$ cat config.mk
export PLATFORM = sky130hd
export DESIGN_NAME = div16u_seq_flat
export DESIGN_NICKNAME = d
export VERILOG_FILES = /design/src/rtl/div16u_if.sv /design/src/rtl/div16u_seq.sv /design/src/flat_wrapper.sv
export SDC_FILE = /design/constraint.sdc
export NUM_CORES = 1
export LEC_CHECK = 0
export BUFFER_PORTS_ARGS = -buffer_cell sky130_fd_sc_hd__buf_2
export CORE_MARGIN = 10
export CORE_UTILIZATION = 52
export CTS_BUF_LIST = sky130_fd_sc_hd__clkbuf_8
export DETAILED_ROUTE_END_ITERATION = 16
export GPL_TIMING_DRIVEN = 0
export HOLD_SLACK_MARGIN = 0.06
export PLACE_DENSITY = 0.84
export SKIP_LAST_GASP = 1
export SYNTH_ARGS = -nofsm -noshare
export SYNTH_HDL_FRONTEND = slang
export SYNTH_SLANG_ARGS = --single-unit
$ cat constraint.sdc
create_clock -name clk -period 2.4 [get_ports clk]
set_clock_uncertainty 0.15 [all_clocks]
set_input_delay 0.48 -clock clk [delete_from_list [all_inputs] [get_ports clk]]
set_output_delay 0.48 -clock clk [all_outputs]
set_load 0.02 [all_outputs]
$ cat src/rtl/div16u_if.sv
// Handshake and operand/result bundle for the 16-by-8 sequential divider.
interface div16u_if;
   logic        start;
   logic [15:0] dividend;
   logic [7:0]  divisor;
   logic [15:0] quotient;
   logic [7:0]  remainder;
   logic        ready;
   logic        busy;
   logic        div_by_zero;

   // Requester side: issues operands and start, observes results.
   modport master (
      output start, dividend, divisor,
      input  quotient, remainder, ready, busy, div_by_zero
   );

   // Divider side.
   modport slave (
      input  start, dividend, divisor,
      output quotient, remainder, ready, busy, div_by_zero
   );
endinterface

$ cat src/rtl/div16u_seq.sv
// Sequential unsigned 16/8 restoring divider, one quotient bit per cycle (MSB first).
module div16u_seq (
   input  logic    clk,
   input  logic    rst,
   div16u_if.slave bus
);

   localparam int unsigned DW = 16;
   localparam int unsigned VW = 8;
   localparam int unsigned CW = 4;

   typedef enum logic [1:0] {IDLE, RUN, DONE} state_t;

   state_t         state, state_nxt;
   logic [DW-1:0]  dvd_q;       // dividend, shifted left so bit DW-1 is the next bit to bring down
   logic [VW-1:0]  dvs_q;
   logic [VW-1:0]  partial;     // partial remainder; always < divisor so 8 bits suffice between steps
   logic [DW-1:0]  q_sh;
   logic [CW-1:0]  count;

   logic           accept_c;
   logic           last_c;
   logic [VW:0]    trial_c;
   logic [VW:0]    diff_c;
   logic           qbit_c;
   logic [VW-1:0]  part_nxt_c;

   // Next-state and one restoring step of the datapath.
   always_comb begin
      state_nxt  = state;
      accept_c   = 1'b0;
      last_c     = 1'b0;
      trial_c    = {partial, dvd_q[DW-1]};
      diff_c     = trial_c - {1'b0, dvs_q};
      qbit_c     = ~diff_c[VW];
      part_nxt_c = qbit_c ? diff_c[VW-1:0] : trial_c[VW-1:0];

      case (state)
         IDLE, DONE: begin
            if (bus.start) begin
               accept_c  = 1'b1;
               state_nxt = (bus.divisor == VW'(0)) ? DONE : RUN;
            end else begin
               state_nxt = IDLE;
            end
         end
         RUN: begin
            if (count == CW'(DW - 1)) begin
               last_c    = 1'b1;
               state_nxt = DONE;
            end
         end
         default: state_nxt = IDLE;
      endcase
   end

   // State, datapath and registered outputs.
   always_ff @(posedge clk) begin
      if (rst) begin
         state           <= IDLE;
         dvd_q           <= '0;
         dvs_q           <= '0;
         partial         <= '0;
         q_sh            <= '0;
         count           <= '0;
         bus.quotient    <= '0;
         bus.remainder   <= '0;
         bus.ready       <= 1'b0;
         bus.busy        <= 1'b0;
         bus.div_by_zero <= 1'b0;
      end else begin
         state     <= state_nxt;
         bus.ready <= (state_nxt == DONE);
         bus.busy  <= (state_nxt == RUN);

         if (accept_c) begin
            dvd_q   <= bus.dividend;
            dvs_q   <= bus.divisor;
            partial <= '0;
            q_sh    <= '0;
            count   <= '0;
            if (bus.divisor == VW'(0)) begin
               bus.quotient    <= '1;
               bus.remainder   <= '1;
               bus.div_by_zero <= 1'b1;
            end else begin
               bus.div_by_zero <= 1'b0;
            end
         end else if (state == RUN) begin
            dvd_q   <= {dvd_q[DW-2:0], 1'b0};
            partial <= part_nxt_c;
            q_sh    <= {q_sh[DW-2:0], qbit_c};
            count   <= count + CW'(1);
            if (last_c) begin
               bus.quotient  <= {q_sh[DW-2:0], qbit_c};
               bus.remainder <= part_nxt_c;
            end
         end
      end
   end

endmodule

$ cat src/flat_wrapper.sv
// flat-port wrapper written by rule: the top's interface ports become plain ports
module div16u_seq_flat 
  (clk, rst, bus_start, bus_dividend, bus_divisor, bus_quotient, bus_remainder, bus_ready, bus_busy, bus_div_by_zero);
  div16u_if bus_i ();
  input  logic clk;
  input  logic rst;
  input wire logic [$bits(bus_i.start)-1:0] bus_start;
  input wire logic [$bits(bus_i.dividend)-1:0] bus_dividend;
  input wire logic [$bits(bus_i.divisor)-1:0] bus_divisor;
  output wire logic [$bits(bus_i.quotient)-1:0] bus_quotient;
  output wire logic [$bits(bus_i.remainder)-1:0] bus_remainder;
  output wire logic [$bits(bus_i.ready)-1:0] bus_ready;
  output wire logic [$bits(bus_i.busy)-1:0] bus_busy;
  output wire logic [$bits(bus_i.div_by_zero)-1:0] bus_div_by_zero;
  assign bus_i.start = bus_start;
  assign bus_i.dividend = bus_dividend;
  assign bus_i.divisor = bus_divisor;
  assign bus_quotient = bus_i.quotient;
  assign bus_remainder = bus_i.remainder;
  assign bus_ready = bus_i.ready;
  assign bus_busy = bus_i.busy;
  assign bus_div_by_zero = bus_i.div_by_zero;
  div16u_seq u_core (.clk(clk), .rst(rst), .bus(bus_i));
endmodule
==> flow_summary_export.csv <==
group,metric,value,unit
setup_path,cp_slowest_cell,"fa_2",
synth,synth-async-reset-ratio,0,
floorplan,initial_core_util,0.531,
synth,synthCells,377,
timing,finalCriticalPeriod,2.47,ns
min_path,hp-class,"primary input to flop",
synth,syn_area,3330,µm²
setup_path,crit_path_start_kind,"flop",
job,cap_violations,0,
setup_path,crit_arrival,2.54,ns
synth,synth_seq_area_share,0.480,
floorplan,ioPinCount,54,
clock_tree,htree_levels,3,
setup_path,crit_buf_inv,3,
synth,synth_edf_count,0,
global_routing,track_usage,0.173,
synth,synth_seq_cells,80,
finish,stdcell_count,532,
synth,synth-main-ff-cell,"dfxtp_1",
setup_path,end_kind,"flop",
detailed_routing,first_pass_iters,4,
detailed_routing,num_vias,3123,
global_routing,antenna_found_initial,0,
floorplan,core_area,6280,µm²
global_routing,grt_pass1_wl,14.3,mm
clock_tree,cts_tree,"built",
setup_path,ff2ff_setup_slack,-0.07,ns
synth,postSynthAreaPerCell,8.84,µm²
clock_tree,clock_latency,0.36,ns
timing,fmax,405,MHz
detailed_routing,route.detailed.drc,0,
placement,io_buffers,52,
finish,syn2layout_area_growth,23.4,%
min_path,whs_endpoint,"u_core.dvs_q[0]",
timing,rsz0062_at_grt,"true",
detailed_routing,vias_per_cell,5.87,
clock_tree,clock-root-buffer,"clkbuf_8",
setup_path,slowest_delay,0.38,ns
timing,min_period_over_period,1.03,
detailed_routing,first_iter_violations,256,
timing,relSlewSlack,0.527,
placement,placed_area,3690,µm²
finish,fin_nets,487,
clock_tree,numCtsBuffers,9,
min_path,hp-start,"bus_divisor[0]",
timing,fin_ws,-0.0691,ns
setup_path,required,2.47,ns
setup_path,cp_max_fo,5,
global_routing,grt_pass1_vias,3011,
setup_path,crit_chain,"inv_2 -> ha_4 -> inv_2 -> fa_2 -> a211oi_4 -> o211a_1 -> o211a_1 -> buf_6 -> mux2i_4 -> a211oi_2",
timing,tightest_slew,0.701,ns
finish,n_antenna_cell,0,
power_and_ir_drop,total_leakage_power,1.64,nW
setup_path,reg2reg_depth,10,
floorplan,core.rowCount,29,
power_and_ir_drop,p_per_area,803,nW/µm²
timing,setup_viol,15,
floorplan,dieArea,10000,µm²
detailed_routing,routed_wirelength,9.03,mm
outcome,outcome,"finished with violations",
placement,place_congestion,0.856,
setup_path,crit_start,"u_core.dvd_q[15]",
synth,yosys_warnings,0,
placement,dpl.cell_count,506,
synth,synth.distinct_cells,42,
power_and_ir_drop,peakVddDrop,531,µV
finish,drive_above_1_share,0.257,
setup_path,regToRegStartpoint,"u_core.dvd_q[15]",
synth,synth_nets,414,
setup_path,crit_type,"flop to flop",
timing,finalHoldWorstSlack,0.220,ns
floorplan,die_w,100,µm
placement,dp_hpwl,6.06,mm
finish,postLayoutCellArea,4120,µm²
global_routing,grt_overflow,0,
setup_path,path_delay_family,"compound AO/OA/AOI/OAI gates",
clock_tree,cts_sinks,80,
clock_tree,clk_path_buf_depth,2,
detailed_routing,ant_nets,0,
timing,drv_slew,0,
outcome,violations,"negative setup slack",
floorplan,fp.dieH,100,µm
detailed_routing,routedWlPerCell,17.0,µm
global_routing,grt_start_max_net_pins,17,
timing,hold_viol,0,
clock_tree,clk_pin_slew,0.09,ns
min_path,hold_depth,3,
setup_path,worstReg2RegEnd,"u_core.partial[5]",
## layout by cell type (no fill, tap or decap), drive strengths merged, types with 3 or more instances in the layout
| cell type | netlist | routed |
|---|---|---|
| o221a | 17 | 17 |
| clkbuf | 19 | 28 |
| dfxtp | 80 | 80 |
| o21ai | 8 | 8 |
| o21a | 3 | 3 |
| o2111ai | 3 | 3 |
| nor3 | 15 | 15 |
| inv | 11 | 15 |
| ha | 9 | 9 |
| xnor2 | 3 | 3 |
| buf | 7 | 69 |
| nor2b | 4 | 4 |
| mux2i | 7 | 7 |
| o22ai | 16 | 16 |
| nand2 | 59 | 59 |
| nand2b | 4 | 4 |
| nor2 | 33 | 33 |
| a211oi | 10 | 10 |
| o211ai | 6 | 6 |
| a21oi | 35 | 35 |
| xor2 | 4 | 4 |
## report_power, final
group,switching (mW),internal [mW],total (mW),leakage [nW]
Sequential,0.0408,1.38,1.42,0.652
Combinational,0.393,0.324,0.717,0.873
Clock,0.560,0.610,1.17,0.118
Total,0.993,2.31,3.31,1.64
## through the flow
step | setup slack, ns | power [mW] | utilization | setup TNS [ns]
2_1_floorplan | 0.0344 | 1.83 | - | 0
3_3_place_gp | -0.252 | 1.94 | 0.588 | -2.31
3_5_place_dp | -0.303 | 1.96 | 0.588 | -3.13
4_1_cts | -0.0482 | 3.22 | 0.646 | -0.448
5_1_grt | -0.145 | 3.43 | 0.656 | -1.97
6_report | -0.0691 | 3.31 | 0.656 | -0.695
## synth_stat cells, types with 4 or more instances
library cell | number | area (µm²)
a211oi_1 | 9 | 67.6
ha_1 | 9 | 113
dfxtp_1 | 80 | 1600
inv_1 | 11 | 41.3
o221a_2 | 17 | 191
nand2_1 | 59 | 221
nor2b_1 | 4 | 25.0
o211ai_1 | 6 | 45.0
xor2_1 | 4 | 35.0
nand2b_1 | 4 | 25.0
o22ai_1 | 16 | 100
nor3_1 | 15 | 75.1
a21oi_1 | 35 | 175
mux2i_1 | 7 | 70.1
clkbuf_1 | 19 | 71.3
o21ai_0 | 8 | 40.0
nor2_1 | 33 | 124
## registers in the layout (all words and copies together), names as in the netlist, 2 cells and up
name / flops
u_core.count: 4
u_core.q_sh: 15
u_core.partial: 8
u_core.dvs_q: 8
u_core.bus.quotient: 16
u_core.state: 2
u_core.bus.remainder: 8
u_core.dvd_q: 16
## worst max path at each step
stage | to | slack [ns] | cells after the start
floorplan | u_core.partial[6] | 0.03 | 10
global placement | u_core.bus.remainder[4] | -0.25 | 10
detailed placement | u_core.bus.remainder[4] | -0.30 | 10
CTS | u_core.partial[5] | -0.05 | 10
global route | u_core.partial[5] | -0.15 | 10
finish | u_core.partial[5] | -0.07 | 10
## worst register-to-register path, cell delays in order (launching register included)
cell,delay [ns]
dfxtp_4,0.37
inv_2,0.06
ha_4,0.12
inv_2,0.04
fa_2,0.38
a211oi_4,0.27
o211a_1,0.22
o211a_1,0.20
buf_6,0.18
mux2i_4,0.27
a211oi_2,0.09
## final cells by class
| type | count | area (µm²) |
|---|---|---|
| repair buffers | 62 | 347 |
| flip-flops and latches | 80 | 1610 |
| plain buffers | 26 | 109 |
| well taps | 77 | 96.3 |
| inverters | 11 | 41.3 |
| fillers | 508 | 2160 |
| clock inverters | 7 | 109 |
| clock buffers | 9 | 124 |
| multi-input cells | 260 | 1680 |
## cells by family (layout without fill, tap and decap cells)
group                    after synthesis  in the layout  synth area share
AO/OA/AOI/OAI                        108            108             0.230
XOR/XNOR                               7              7            0.0184
adder cells (fa/ha/maj)               10             10            0.0398
buffers and inverters                 37            115            0.0439
flip-flops                            80             80             0.480
multiplexers                           7              7            0.0210
AND/OR/NAND/NOR                      128            128             0.167
## per-layer routing
| metal | track usage | routed length, µm | part of all wire | vias to the layer above |
|---|---|---|---|---|
| li1 | - | - | - | 1505 |
| met1 | 0.206 | 3640 | 0.40 | 1467 |
| met2 | 0.289 | 4520 | 0.50 | 131 |
| met3 | 0.0549 | 721 | 0.080 | 20 |
| met4 | 0.0565 | 157 | 0.017 | 0 |
| met5 | 0 | 0 | 0 | - |
## what timing repair did
item                       in CTS  in global routing
gates resized for setup        19                  9
setup endpoints to repair      18                 18
setup buffers                   7                  2
hold buffers                    0                  0
pin swaps                      11                  9
cloned                          1                  0
No activity file was read; power rests on OpenSTA's default activity.
